===== config.mk =====
export PLATFORM = sky130hd
export DESIGN_NAME = snitch_fpu_issue_ctrl
export DESIGN_NICKNAME = d
export VERILOG_FILES = /design/src/rtl/snitch_pkg.sv /design/src/rtl/snitch_fpu_hazard_chk.sv /design/src/rtl/snitch_fpu_issue_ctrl.sv
export SDC_FILE = /design/constraint.sdc
export NUM_CORES = 1
export LEC_CHECK = 0
export BUFFER_PORTS_ARGS = -buffer_cell sky130_fd_sc_hd__buf_2
export CORE_MARGIN = 10
export CORE_UTILIZATION = 39
export CTS_CLUSTER_DIAMETER = 150
export DETAILED_ROUTE_END_ITERATION = 7
export PLACE_DENSITY = 0.82
export SETUP_SLACK_MARGIN = 0.1
export SYNTH_ARGS = -nofsm -noshare
export SYNTH_HDL_FRONTEND = slang
export SYNTH_SLANG_ARGS = --single-unit

===== constraint.sdc =====
create_clock -name clk_i -period 4.13 [get_ports clk_i]
set_clock_uncertainty 0.15 [all_clocks]
set_input_delay 0.826 -clock clk_i [delete_from_list [all_inputs] [get_ports clk_i]]
set_output_delay 0.826 -clock clk_i [all_outputs]
set_load 0.1 [all_outputs]

===== src/rtl/snitch_pkg.sv =====
// Shared types for the Snitch FPU issue controller.
// Holds the default widths, the issue FSM state encoding and the request
// payload carried by the registered output stage.
package snitch_pkg;

    localparam int unsigned FpuAddrWidth = 5;
    localparam int unsigned FpuDepth     = 4;
    localparam int unsigned FpuNumSrc    = 3;
    localparam int unsigned FpuOpWidth   = 8;

    typedef enum logic {
        FpuIssueRun   = 1'b0,
        FpuIssueDrain = 1'b1
    } fpu_issue_state_e;

    typedef struct packed {
        logic [FpuOpWidth-1:0]   op;
        logic [FpuAddrWidth-1:0] rd;
        logic [FpuDepth-1:0]     tag;
    } fpu_issue_req_t;

endpackage


===== src/rtl/snitch_fpu_hazard_chk.sv =====
// Combinational RAW/WAW/full hazard reduction over the scoreboard test flags.
// Ports:
//   rs_used   - per-source read enables
//   rd_used   - instruction writes rd
//   present   - scoreboard hits, [NumSrc-1:0] sources, [NumSrc] destination
//   full      - no free scoreboard entry
//   hazard_c  - instruction must stall
module snitch_fpu_hazard_chk #(
    parameter int unsigned NumSrc = 3
) (
    input  logic [NumSrc-1:0] rs_used,
    input  logic              rd_used,
    input  logic [NumSrc:0]   present,
    input  logic              full,
    output logic              hazard_c
);

    // A full scoreboard only matters when we need a new entry.
    assign hazard_c = (|(rs_used & present[NumSrc-1:0]))
                    | (rd_used & present[NumSrc])
                    | (rd_used & full);

endmodule


===== src/rtl/snitch_fpu_issue_ctrl.sv =====
// FPU issue controller: stalls the FP sequencer on scoreboard hazards, pushes
// rd into the scoreboard on issue, pops on writeback, registers the FPU
// request in one output stage and drains all outstanding ops on a fence.
// Optional stall perf counter: define SNITCH_FPU_ISSUE_PERF_EN.
// Ports:
//   clk_i / rst_i            clock, synchronous active-high reset
//   in_*                     sequencer instruction handshake and payload
//   out_*                    registered FPU request (valid/ready, op, rd, tag)
//   wb_valid_i / wb_tag_i    FPU writeback, always accepted
//   sb_*                     scoreboard push/pop/test interface
//   outstanding_o            ops pushed but not yet popped
//   stall_cycles_o           cycles with in_valid_i & ~in_ready_o (perf build)
module snitch_fpu_issue_ctrl
    import snitch_pkg::*;
#(
    parameter int unsigned AddrWidth = FpuAddrWidth,
    parameter int unsigned Depth     = FpuDepth,
    parameter int unsigned NumSrc    = FpuNumSrc,
    parameter int unsigned OpWidth   = FpuOpWidth,
    localparam int unsigned CntWidth = $clog2(Depth + 1)
) (
    input  logic                          clk_i,
    input  logic                          rst_i,
    input  logic                          in_valid_i,
    output logic                          in_ready_o,
    input  logic [OpWidth-1:0]            in_op_i,
    input  logic [NumSrc*AddrWidth-1:0]   in_rs_i,
    input  logic [NumSrc-1:0]             in_rs_used_i,
    input  logic [AddrWidth-1:0]          in_rd_i,
    input  logic                          in_rd_used_i,
    input  logic                          in_fence_i,
    output logic                          out_valid_o,
    input  logic                          out_ready_i,
    output logic [OpWidth-1:0]            out_op_o,
    output logic [AddrWidth-1:0]          out_rd_o,
    output logic [Depth-1:0]              out_tag_o,
    input  logic                          wb_valid_i,
    input  logic [Depth-1:0]              wb_tag_i,
    output logic                          sb_push_valid_o,
    output logic [AddrWidth-1:0]          sb_push_rd_addr_o,
    input  logic [Depth-1:0]              sb_entry_index_i,
    output logic                          sb_pop_valid_o,
    output logic [Depth-1:0]              sb_pop_index_o,
    output logic [(NumSrc+1)*AddrWidth-1:0] sb_test_addr_o,
    input  logic [NumSrc:0]               sb_test_present_i,
    input  logic                          sb_full_i,
    output logic [CntWidth-1:0]           outstanding_o,
    output logic [31:0]                   stall_cycles_o
);

    fpu_issue_state_e      state_q, state_d;
    fpu_issue_req_t        req_q, req_d;
    logic                  out_valid_q;
    logic [CntWidth-1:0]   outstanding_q;
    logic                  hazard_c;
    logic                  slot_free_c;
    logic                  drained_c;
    logic                  accept_c;
    logic                  push_c;
    logic                  pop_c;

    // Scoreboard test/pop wiring: test vector is {rd, rs[NumSrc-1:0]}.
    assign sb_test_addr_o    = {in_rd_i, in_rs_i};
    assign sb_push_rd_addr_o = in_rd_i;
    assign sb_pop_valid_o    = wb_valid_i;
    assign sb_pop_index_o    = wb_tag_i;

    snitch_fpu_hazard_chk #(
        .NumSrc (NumSrc)
    ) i_hazard_chk (
        .rs_used  (in_rs_used_i),
        .rd_used  (in_rd_used_i),
        .present  (sb_test_present_i),
        .full     (sb_full_i),
        .hazard_c (hazard_c)
    );

    assign slot_free_c = ~out_valid_q | out_ready_i;
    // Uses the registered count, so a writeback in this cycle is seen next cycle.
    assign drained_c   = (outstanding_q == '0) & ~out_valid_q;

    // State register.
    always_ff @(posedge clk_i) begin
        if (rst_i) begin
            state_q <= FpuIssueRun;
        end else begin
            state_q <= state_d;
        end
    end

    // Next-state logic.
    always_comb begin
        state_d = state_q;
        case (state_q)
            FpuIssueRun: begin
                if (in_valid_i && in_fence_i) begin
                    state_d = FpuIssueDrain;
                end
            end
            FpuIssueDrain: begin
                if (drained_c) begin
                    state_d = FpuIssueRun;
                end
            end
            default: state_d = FpuIssueRun;
        endcase
    end

    // FSM outputs: in DRAIN the ready pulse consumes the fence without forwarding.
    always_comb begin
        in_ready_o = 1'b0;
        case (state_q)
            FpuIssueRun:   in_ready_o = ~in_fence_i & ~hazard_c & slot_free_c;
            FpuIssueDrain: in_ready_o = drained_c;
            default:       in_ready_o = 1'b0;
        endcase
    end

    assign accept_c = in_valid_i & in_ready_o & (state_q == FpuIssueRun);
    assign push_c   = accept_c & in_rd_used_i;
    assign pop_c    = wb_valid_i;
    assign sb_push_valid_o = push_c;

    // Output stage payload; ops without rd carry tag 0.
    always_comb begin
        req_d     = '0;
        req_d.op  = in_op_i;
        req_d.rd  = in_rd_i;
        req_d.tag = in_rd_used_i ? sb_entry_index_i : '0;
    end

    // Output stage: payload only loads on accept, so it is stable under backpressure.
    always_ff @(posedge clk_i) begin
        if (rst_i) begin
            out_valid_q <= 1'b0;
            req_q       <= '0;
        end else if (accept_c) begin
            out_valid_q <= 1'b1;
            req_q       <= req_d;
        end else if (out_ready_i) begin
            out_valid_q <= 1'b0;
        end
    end

    assign out_valid_o = out_valid_q;
    assign out_op_o    = req_q.op;
    assign out_rd_o    = req_q.rd;
    assign out_tag_o   = req_q.tag;

    // Outstanding-op counter; a pop at zero is dropped.
    always_ff @(posedge clk_i) begin
        if (rst_i) begin
            outstanding_q <= '0;
        end else begin
            case ({push_c, pop_c})
                2'b10:   outstanding_q <= outstanding_q + CntWidth'(1);
                2'b01: begin
                    if (outstanding_q != '0) begin
                        outstanding_q <= outstanding_q - CntWidth'(1);
                    end
                end
                default: outstanding_q <= outstanding_q;
            endcase
        end
    end

    assign outstanding_o = outstanding_q;

    // Writeback with nothing outstanding means the FPU and scoreboard disagree.
    pop_underflow_a: assert property (@(posedge clk_i) disable iff (rst_i)
        !(pop_c && (outstanding_q == '0)));

`ifdef SNITCH_FPU_ISSUE_PERF_EN
    logic [31:0] stall_q;

    // Saturating count of sequencer stall cycles.
    always_ff @(posedge clk_i) begin
        if (rst_i) begin
            stall_q <= '0;
        end else if (in_valid_i && !in_ready_o && (stall_q != '1)) begin
            stall_q <= stall_q + 32'd1;
        end
    end

    assign stall_cycles_o = stall_q;
`else
    assign stall_cycles_o = '0;
`endif

endmodule

==> results of run 1 <==
-- worst min-delay path by stage --
stage          cells past startpoint  slack [ns]            to         start
2_1_floorplan                      2        0.33       state_q       state_q
3_3_place_gp                       2        0.29  out_tag_o[1]  out_tag_o[1]
3_5_place_dp                       2        0.29  out_tag_o[1]  out_tag_o[1]
4_1_cts                            2        0.31  out_tag_o[3]  out_tag_o[3]
5_1_grt                            2        0.33   out_rd_o[1]   out_rd_o[1]
6_report                           2        0.30  out_tag_o[3]  out_tag_o[3]
-- cell families after synthesis --
group	count (synthesis)	share of synthesized area, %
other	1	0.265
DFF	22	31.1
AOI/OAI and AO/OA	27	11.1
muxes	3	2.30
adders and majority gates	1	1.41
buffers and inverters	71	35.4
and+or+nand+nor	54	18.4
-- worst min-delay path, cell delays in order (launching register included) --
cell	delay [ns]
dfxtp_1	0.32
nand2_1	0.05
a21oi_1	0.05
-- state kept, by name (all words and copies together), names as in the netlist --
name / count
out_valid_o: 1
state_q: 1
out_op_o: 8
out_tag_o: 4
outstanding_o: 3
out_rd_o: 5
-- through the flow --
| step | setup WS (ns) | util [%] | hold WS (ns) |
|---|---|---|---|
| after floorplan | 0.390 | - | 0.334 |
| after global placement | 0.924 | 41.9 | 0.288 |
| after detailed placement | 0.911 | 41.9 | 0.290 |
| after CTS | 0.905 | 42.6 | 0.308 |
| after global routing | 0.799 | 42.6 | 0.327 |
| final | 0.889 | 42.6 | 0.305 |
-- routing by layer --
layer  vias up  routed length, um  track usage, %  share of wire, %
li1        560                  -               -                 -
met1       494               1250            10.3                35
met4         0                 19            3.35              0.53
met3         6                570            6.90                16
met5         -                  0               0                 0
met2        62               1730            17.4                48
-- cell usage in the layout (no fill, tap or decap), drive strengths merged, types with 2 or more instances in the layout --
master  count
nand2      32
nor2        4
conb       32
mux2        2
nor2b       2
inv         5
dfxtp      22
nand3       7
a21oi      20
o21ai       3
buf        65
clkbuf      3
-- report_power, final --
part           internal [mW]  total [mW]  switching, mW
clock network         0.0340      0.0958         0.0618
logic                 0.0569       0.396          0.339
registers              0.226       0.236        0.00961
-- cell type report --
| cell class | count | area (um2) | share of cell area (%) |
|---|---|---|---|
| Sequential cell | 22 | 440 | 30.3 |
| Inverter | 5 | 18.8 | 1.29 |
| Multi-Input combinational cell | 117 | 591 | 40.6 |
| Clock buffer | 3 | 22.5 | 1.55 |
| Timing Repair Buffer | 65 | 325 | 22.4 |
| Tap cell | 46 | 57.6 | 3.96 |
==> results.md, run 1 <==
- Outcome: complete, no violations
- Design Area, Final: 0.00146 mm2
- Num ports: 136
- Post-synthesis async set-or-reset flop share: 0%
- Placed Cells: 255
- R2R cell count: 6
- Worst reg2reg path startpoint: state_q
- FMAX: 309 MHz
- First-pass GRT wire length: 5.49 mm
- Fin crit share: 78.5%
- Share of Yosys cell area claimed by the top area cell type: 32.9%
- Die H: 80.2 um
- Share of post-route cells with drive strength above 1: 34.4%
- VDD IR max: 0.167 mV
- Final WL: 3.56 mm
- CP Max Fanout: 6
- ANT nets after route: 0
- Remaining DRCs: 0
- Via/cell ratio: 4.35
- Post-DP HPWL: 2.91 mm
- Most frequent cell after synthesis: buf_4
- Core Box Area: 0.00342 mm2
- Initial antenna violation count: 0
- Fillers: 366
- Most used cell, CP: buf_2
- Buf/Inv on CP: 3
- Max incr delay on CP: 0.42 ns
- Post-Synthesis Mean Instance Area: 7.91 um2
- Chip width: 80.2 um
- Pwr/cell area: 500 mW/mm2
- Post-synthesis sequential area ratio: 31.1%
- # setup viols final: 0
- Worst slew pin tran: 0.711 ns
- Reg2reg end: outstanding_o[1]
- Setup TNS: 0 ns
- Clock sink count: 22
- Layout Nets: 266
- Crit path from: in_rs_used_i[2]
- Diode count: 0
- Slew Limit Fails: 0
- Largest net degree at the start of global routing: 26
- Worst path depth: 6
- CP delay by family, top: buffers and inverters
- R2r setup slk: 1.82 ns
- #FFs+latches synth: 22
- Post-cts resize count: 0
- Total die area: 0.00644 mm2
- Crit path capture type: output pin
- CP Data Required Time: 3.15 ns
- Hold-fix buffer count after cts: 0
- Cell Area, Placed: 0.00143 mm2
- Vias: 1,122
- Vias in the first global route: 1,145
- Number of hold violations in the final report: 0
- CTS tree: built
- Cell Area, Synth: 0.00142 mm2
- Yosys warning count: 0
- Initial DRC count: 41
- H-tree depth: 1
- Worst setup endpoint: sb_push_valid_o
- Arrival time worst endpoint: 2.27 ns
- Worst setup SP type: input pin
- Drt first pass iters: 4
- GRT overflow: 0
- Top post-synthesis cells by area: buf_4 33%, dfxtp_1 31%, nand2_1 8.5%
- Starting Density: 41.4%
- Pleak: 0.728 nW
- Clk pin slew, worst setup/hold paths: 0.11 ns
- Later-pin clock latency in the skew report: 0.30 ns
- CTS Buf Count: 3
- Root Buffer: clkbuf_4
- Tot Pwr: 0.727 mW
- Area added between synthesis and finish: 2.83%
- Max_cap viols: 0
- Mapped Cells: 179
- Row count: 21
- RSZ-0062 raised after global routing: false
- Cells along the critical path: buf_2, a222oi_1, and4b_1, nand3_2, inv_1, buf_2
- Gr usage total: 10.5%
- Clock buffer depth: 2
- Clock period minus worst slack: 3.24 ns
- Type of the worst setup path: in2out
- Worst path slowest cell: buf_2
- Number of buffers added on ports: 65
- Final GP Congestion: 0.751
- Post-synth EDFFs: 0
- Max_slew headroom: 52.5%
- Area leader, netlist: buf_4
- Post-synth cell types: 30
- Post-CTS repair timing setup buffer count: 0
- Primary FF master, synth: dfxtp_1
- HP Class: reg2reg
- Synth top cells by count: 62 x buf_4, 32 x nand2_1, 22 x dfxtp_1, 20 x a21oi_1, 6 x nand3_1
- Average wire per standard cell: 13.8 um
- Final cell count without fillers: 258
Power figures use the tool's default switching activity.
==> run 2: changes to the inputs <==
--- a/config.mk
+++ b/config.mk
@@ -5,12 +5,13 @@
 export SDC_FILE = /design/constraint.sdc
 export NUM_CORES = 1
 export LEC_CHECK = 0
+export ABC_AREA = 1
 export BUFFER_PORTS_ARGS = -buffer_cell sky130_fd_sc_hd__buf_2
 export CORE_MARGIN = 10
-export CORE_UTILIZATION = 39
+export CORE_UTILIZATION = 34
 export CTS_CLUSTER_DIAMETER = 150
 export DETAILED_ROUTE_END_ITERATION = 7
-export PLACE_DENSITY = 0.82
+export PLACE_DENSITY = 0.74
 export SETUP_SLACK_MARGIN = 0.1
 export SYNTH_ARGS = -nofsm -noshare
 export SYNTH_HDL_FRONTEND = slang
==> constraint.sdc (replaced) <==
create_clock -name clk_i -period 2.9 [get_ports clk_i]
set_clock_uncertainty 0.15 [all_clocks]
set_input_delay 0.58 -clock clk_i [delete_from_list [all_inputs] [get_ports clk_i]]
set_output_delay 0.58 -clock clk_i [all_outputs]
set_load 0.1 [all_outputs]
==> run 2 against run 1 <==
Critical path depth unchanged. Combinational power increased by 29%. Critical path type unchanged. Sequential share of layout area decreased by 2.2 points. Count of clock-buffer cells in the layout is the same.
==> results.md, run 2 <==
- Outcome: complete, no violations (unchanged)
- Max reg flops: 8 (unchanged)
- Core Box Area: 0.00432 mm2 (was 0.00342 mm2)
- Share of post-route cells with drive strength above 1: 44.6% (was 34.4%)
- Average wire per standard cell: 12.8 um (was 13.8 um)
- Synth top cells by count: 62 x buf_4, 33 x nand2_1, 22 x dfxtp_1, 12 x a21oi_2, 11 x nand2_2 (was 62 x buf_4, 32 x nand2_1, 22 x dfxtp_1, 20 x a21oi_1, 6 x nand3_1)
- Pwr/cell area: 653 mW/mm2 (was 500 mW/mm2)
- Num ports: 136 (unchanged)
- H-tree depth: 1 (unchanged)
- Remaining DRCs: 0 (unchanged)
- # setup viols final: 0 (unchanged)
- Fin crit share: 79.7%
- Clk pin slew, worst setup/hold paths: 0.08 ns (was 0.11 ns)
- Final GP Congestion: 0.709 (was 0.751)
- Compound-Gate Fraction of Synth Area: 11.7% (was 11.1%)
- Number of buffers added on ports: 65 (unchanged)
- Crit path capture type: output pin (unchanged)
- Die H: 86.8 um (was 80.2 um)
- Post-synthesis sequential area ratio: 29.1% (was 31.1%)
- CTS tree: built (unchanged)
- Post-DP HPWL: 2.93 mm (was 2.91 mm)
- Worst setup SP type: input pin (unchanged)
- Setup TNS: 0 ns (unchanged)
- CP Data Required Time: 2.17 ns (was 3.15 ns)
- Initial DRC count: 20 (was 41)
- Post-CTS repair timing setup buffer count: 0 (unchanged)
- Most common cell after layout, fill and taps aside: buf_2 (unchanged)
- Cell Area, Placed: 0.00153 mm2 (was 0.00143 mm2)
- Top post-synthesis cells by area: buf_4 31%, dfxtp_1 29%, nand2_1 8.2% (was buf_4 33%, dfxtp_1 31%, nand2_1 8.5%)
- FMAX: 433 MHz
- Yosys warning count: 0 (unchanged)
- Commonest non-fill, non-tap cells in the layout: 64 x buf_2, 33 x nand2_1, 32 x conb_1 (was 65 x buf_2, 32 x nand2_1, 32 x conb_1)
- Post-synthesis async set-or-reset flop share: 0% (unchanged)
- Initial antenna violation count: 0 (unchanged)
- Clock buffer depth: 2 (unchanged)
- Via/cell ratio: 4.07 (was 4.35)
- Drt first pass iters: 4 (unchanged)
- Pleak: 0.785 nW (was 0.728 nW)
- Share of Yosys cell area claimed by the top area cell type: 30.7% (was 32.9%)
- Post-Synthesis Mean Instance Area: 8.02 um2 (was 7.91 um2)
- #FFs+latches synth: 22 (unchanged)
- Arrival time worst endpoint: 1.58 ns (was 2.27 ns)
- Starting Density: 35.0% (was 41.4%)
- Row count: 24 (was 21)
- Clock sink count: 22 (unchanged)
- Diode count: 0 (unchanged)
- Post-synth cell types: 25 (was 30)
- Type of the worst setup path: in2out (unchanged)
- XOR/XNOR share of the synthesized area: 0% (unchanged)
- Cell Area, Synth: 0.00152 mm2 (was 0.00142 mm2)
- Chip width: 86.8 um (was 80.2 um)
- Fillers: 466 (was 366)
- GRT overflow: 0 (unchanged)
- ANT nets after route: 0 (unchanged)
- Area leader, netlist: buf_4 (unchanged)
- Number of hold violations in the final report: 0 (unchanged)
- Clock period minus worst slack: 2.31 ns
- Simple-Gate Fraction of Synth Area: 20.4% (was 18.4%)
- VDD IR max: 0.191 mV (was 0.167 mV)
- Vias in the first global route: 1,194 (was 1,145)
- Total die area: 0.00753 mm2 (was 0.00644 mm2)
- Max_cap viols: 0 (unchanged)
- Post-cts resize count: 0 (unchanged)
- Design Area, Final: 0.00157 mm2 (was 0.00146 mm2)
- Synthesized-area fraction occupied by adder cells: 1.32% (was 1.41%)
- Mapped Cells: 189 (was 179)
- Final WL: 3.50 mm (was 3.56 mm)
- Hold-fix buffer count after cts: 0 (unchanged)
- Root Buffer: clkbuf_8 (was clkbuf_4)
- Largest family of logic cells by synthesized area: buffers and inverters (unchanged)
- HP Class: reg2reg (unchanged)
- CTS Buf Count: 3 (unchanged)
- RSZ-0062 raised after global routing: false (unchanged)
- Most frequent cell after synthesis: buf_4 (unchanged)
- Area added between synthesis and finish: 3.47% (was 2.83%)
- Post-synth EDFFs: 0 (unchanged)
- Primary FF master, synth: dfxtp_1 (unchanged)
- Later-pin clock latency in the skew report: 0.25 ns (was 0.30 ns)
- Layout Nets: 276 (was 266)
- Largest net degree at the start of global routing: 21 (was 26)
- First-pass GRT wire length: 5.54 mm (was 5.49 mm)
- Gr usage total: 8.92% (was 10.5%)
- CP Max Fanout: 3 (was 6)
- Post-synthesis mux area share: 0% (was 2.30%)
- Slew Limit Fails: 0 (unchanged)
- Vias: 1,116 (was 1,122)
==> run 2: per-stage QoR <==
| stage | hold WS (ns) | cells | power [mW] | utilization, % | setup slack (ns) |
|---|---|---|---|---|---|
| after detailed placement | 0.307 | 271 | 0.848 | 35.3 | 0.590 |
| after CTS | 0.319 | 274 | 1.04 | 36.3 | 0.565 |
| after global placement | 0.301 | 271 | 0.845 | 35.3 | 0.607 |
| after global routing | 0.342 | 274 | 1.07 | 36.3 | 0.495 |
| final | 0.315 | 274 | 1.02 | 36.3 | 0.589 |
| after floorplan | 0.348 | 220 | 0.952 | - | 0.272 |
==> run 2: final timing paths <==
| check | from | endpoint | slack [ns] | cells past startpoint |
|---|---|---|---|---|
| setup / recovery | sb_test_present_i[3] | in_ready_o | 0.59 | 6 |
| hold / removal | out_tag_o[3] | out_tag_o[3] | 0.32 | 2 |
| setup reg to reg | out_valid_o | outstanding_o[2] | 1.10 | 12 |
| hold reg to reg | out_tag_o[3] | out_tag_o[3] | 0.32 | 2 |
==> run 2: where the power goes <==
| group | leakage (nW) | total (mW) | internal, mW | switching, mW |
|---|---|---|---|---|
| Combinational | 0.585 | 0.509 | 0.0649 | 0.444 |
| Sequential | 0.178 | 0.329 | 0.318 | 0.0117 |
| Clock | 0.0216 | 0.185 | 0.0925 | 0.0929 |
| Total | 0.785 | 1.02 | 0.475 | 0.549 |
==> run 2: final cells by class <==
class | count | area, um2 | share of cell area, %
multi-input cells | 120 | 627 | 40.0
repair buffers | 66 | 348 | 22.2
clock buffers | 3 | 41.3 | 2.63
flip-flops and latches | 22 | 440 | 28.1
well taps | 52 | 65.1 | 4.15
inverters | 11 | 46.3 | 2.95
==> run 2: critical path, cell delays in order <==
cell	delay (ns)
buf_2	0.09
o21ai_1	0.15
nand2_2	0.08
nor2_4	0.12
o21a_1	0.13
buf_2	0.42
==> run 2: kinds of logic (layout without fill, tap and decap cells) <==
| kind of cell | Yosys count | count (layout) |
|---|---|---|
| adders and majority gates | 1 | 1 |
| buffers and inverters | 78 | 80 |
| other | 1 | 32 |
| AOI/OAI and AO/OA | 26 | 26 |
| DFF | 22 | 22 |
| and+or+nand+nor | 61 | 61 |
==> run 2: layer usage <==
layer	routed length (um)	up-vias	track usage (%)
li1	-	561	-
met1	1280	487	8.82
met2	1700	62	15.6
met3	486	6	4.13
met4	26	0	3.98
met5	0	-	0
==> run 3: changes to the inputs <==
--- a/config.mk
+++ b/config.mk
@@ -5,13 +5,13 @@
 export SDC_FILE = /design/constraint.sdc
 export NUM_CORES = 1
 export LEC_CHECK = 0
-export ABC_AREA = 1
+export ABC_AREA = 0
 export BUFFER_PORTS_ARGS = -buffer_cell sky130_fd_sc_hd__buf_2
 export CORE_MARGIN = 10
-export CORE_UTILIZATION = 34
+export CORE_UTILIZATION = 36
 export CTS_CLUSTER_DIAMETER = 150
 export DETAILED_ROUTE_END_ITERATION = 7
-export PLACE_DENSITY = 0.74
+export PLACE_DENSITY = 0.77
 export SETUP_SLACK_MARGIN = 0.1
 export SYNTH_ARGS = -nofsm -noshare
 export SYNTH_HDL_FRONTEND = slang
==> constraint.sdc (replaced) <==
create_clock -name clk_i -period 2.3 [get_ports clk_i]
set_clock_uncertainty 0.15 [all_clocks]
set_input_delay 0.46 -clock clk_i [delete_from_list [all_inputs] [get_ports clk_i]]
set_output_delay 0.46 -clock clk_i [all_outputs]
set_load 0.1 [all_outputs]
==> run 3 against run 2 <==
The run now ends with setup timing left. Total power rose by 39%. Sequential share of layout area down 1.3 points. Clock power up 34%. Worst setup slack got worse by 0.67 ns. Sequential power rose by 29%. Design area grew 6.1%. Global-route usage grew 1.4 points. Non-clock buffer count up 13. Critical endpoint is now outstanding_o[1]. Highest routed layer unchanged.
==> results.md, run 3 (synthesis results as in run 1) <==
- Worst Slack Setup Final: -0.0818 ns (was 0.589 ns)
- Max_cap viols: 0 (unchanged)
- H-tree depth: 1 (unchanged)
- Worst reg2reg path startpoint: out_valid_o (unchanged)
- ANT nets after route: 0 (unchanged)
- CTS Buf Count: 3 (unchanged)
- CTS tree: built (unchanged)
- Vias: 1,206 (was 1,116)
- Fin crit share: 104%
- R2R cell count: 6 (was 12)
- Clock period minus worst slack: 2.38 ns
- Chip width: 82.7 um (was 86.8 um)
- Later-pin clock latency in the skew report: 0.26 ns (was 0.25 ns)
- Via/cell ratio: 4.39 (was 4.07)
- Num ports: 136 (unchanged)
- Largest net degree at the start of global routing: 26 (was 21)
- CP Data Required Time: 2.32 ns (was 2.17 ns)
- FMAX: 420 MHz
- Initial DRC count: 33 (was 20)
- Setup WS pre-CTS: -0.355 ns (was 0.590 ns)
- Clock buffer depth: 2 (unchanged)
- # setup viols final: 2 (was 0)
- Post-DP HPWL: 3.01 mm (was 2.93 mm)
- Diode count: 0 (unchanged)
- GRT overflow: 0 (unchanged)
- Gr usage total: 10.3% (was 8.92%)
- Arrival time worst endpoint: 2.40 ns (was 1.58 ns)
- Pleak: 0.807 nW (was 0.785 nW)
- Drt first pass iters: 4 (unchanged)
- Number of buffers added on ports: 65 (unchanged)
- Worst setup SP type: input pin (unchanged)
- HP Class: in2reg (was reg2reg)
- Finished Core Util: 44.5% (was 36.3%)
- Crit path from: in_rs_used_i[2] (was sb_test_present_i[3])
- Clk pin slew, worst setup/hold paths: 0.08 ns (about the same)
- Reg2reg end: outstanding_o[1] (was outstanding_o[2])
- Register area: 445 um2 (was 440 um2)
- Root Buffer: clkbuf_8 (unchanged)
- Area added between synthesis and finish: 17.6% (was 3.47%)
- Placed Cells: 267 (was 271)
- Worst setup endpoint: outstanding_o[1] (was in_ready_o)
- Number of hold violations in the final report: 0 (unchanged)
- Average wire per standard cell: 13.6 um (was 12.8 um)
- Vias in the first global route: 1,245 (was 1,194)
- Multi-input logic area: 624 um2 (was 627 um2)
- R2r setup slk: 0.19 ns (was 1.10 ns)
- Fillers: 400 (was 466)
- Final cell count without fillers: 275 (was 274)
- Layout Nets: 280 (was 276)
- Type of the worst setup path: in2reg (was in2out)
- Starting Density: 37.8% (was 35.0%)
- Most common cell after layout, fill and taps aside: buf_2 (unchanged)
- RSZ-0062 raised after global routing: true (was false)
- Failing checks: setup timing
- Outcome: finished with violations (was complete, no violations)
- Max reg flops: 8 (unchanged)
- Final GP Congestion: 0.795 (was 0.709)
- Total die area: 0.00684 mm2 (was 0.00753 mm2)
- CP Max Fanout: 2 (was 3)
- Clock sink count: 22 (unchanged)
- Slew Limit Fails: 0 (unchanged)
- Row count: 22 (was 24)
- Remaining DRCs: 0 (unchanged)
- Pwr/cell area: 854 mW/mm2 (was 653 mW/mm2)
- Final WL: 3.75 mm (was 3.50 mm)
- Initial antenna violation count: 0 (unchanged)
- Die H: 82.7 um (was 86.8 um)
- Share of post-route cells with drive strength above 1: 41.0% (was 44.6%)
- VDD IR max: 0.488 mV (was 0.191 mV)
- Commonest non-fill, non-tap cells in the layout: 62 x buf_2, 32 x nand2_1, 32 x conb_1 (was 64 x buf_2, 33 x nand2_1, 32 x conb_1)
- Crit path capture type: flop (was output pin)
- First-pass GRT wire length: 5.75 mm (was 5.54 mm)
- Core Box Area: 0.00374 mm2 (was 0.00432 mm2)
## run 3: report_power, final
| part | internal (mW) | total (mW) | switching, mW |
|---|---|---|---|
| clock network | 0.123 | 0.247 | 0.123 |
| logic | 0.132 | 0.750 | 0.618 |
| registers | 0.406 | 0.425 | 0.0183 |
| total | 0.662 | 1.42 | 0.760 |
## run 3: worst min path at each step
stage                 start            to  cells after the start
6_report         in_op_i[7]   out_op_o[7]                      3
5_1_grt          in_op_i[3]   out_op_o[3]                      3
4_1_cts          in_op_i[5]   out_op_o[5]                      3
3_5_place_dp   out_tag_o[0]  out_tag_o[0]                      2
3_3_place_gp   out_tag_o[2]  out_tag_o[2]                      2
2_1_floorplan       state_q       state_q                      2
## run 3: metrics by stage
step / area, um2 / total power, mW / hold slack, ns / setup TNS (ns)
global route: 1660 / 1.49 / 0.274 / -0.343
detailed placement: 1570 / 1.17 / 0.295 / -0.549
finish: 1660 / 1.42 / 0.276 / -0.115
CTS: 1650 / 1.43 / 0.278 / -0.0784
floorplan: 1560 / 1.27 / 0.369 / -0.377
global placement: 1570 / 1.17 / 0.286 / -0.467
## run 3: routing by layer
metal  vias up  share of wire, %  global-route usage (%)
li1        592                 -                       -
met1       538                39                    11.5
met2        64                46                    17.7
met3        12                14                    4.86
met4         0              0.96                    2.01
met5         -                 0                       0
## run 3: layout make-up
type | instances | share of cell area (%)
tap | 48 | 3.61
timing repair buffer | 79 | 28.0
multi-input combinational | 117 | 37.5
inverter | 5 | 1.35
sequential | 22 | 26.8
clock buffer | 4 | 2.71
## run 3: timing repair
item,CTS,global route
buffers inserted,3,1
pin swaps,2,1
endpoints found under the setup margin,3,5
hold buffers,0,0
gates resized for setup,3,1
## run 3: critical path: stages
cell      delay (ns)
buf_6           0.09
a222oi_1        0.40
nand4b_1        0.24
o31ai_4         0.25
fa_1            0.47
mux2_2          0.29
o311ai_2        0.20
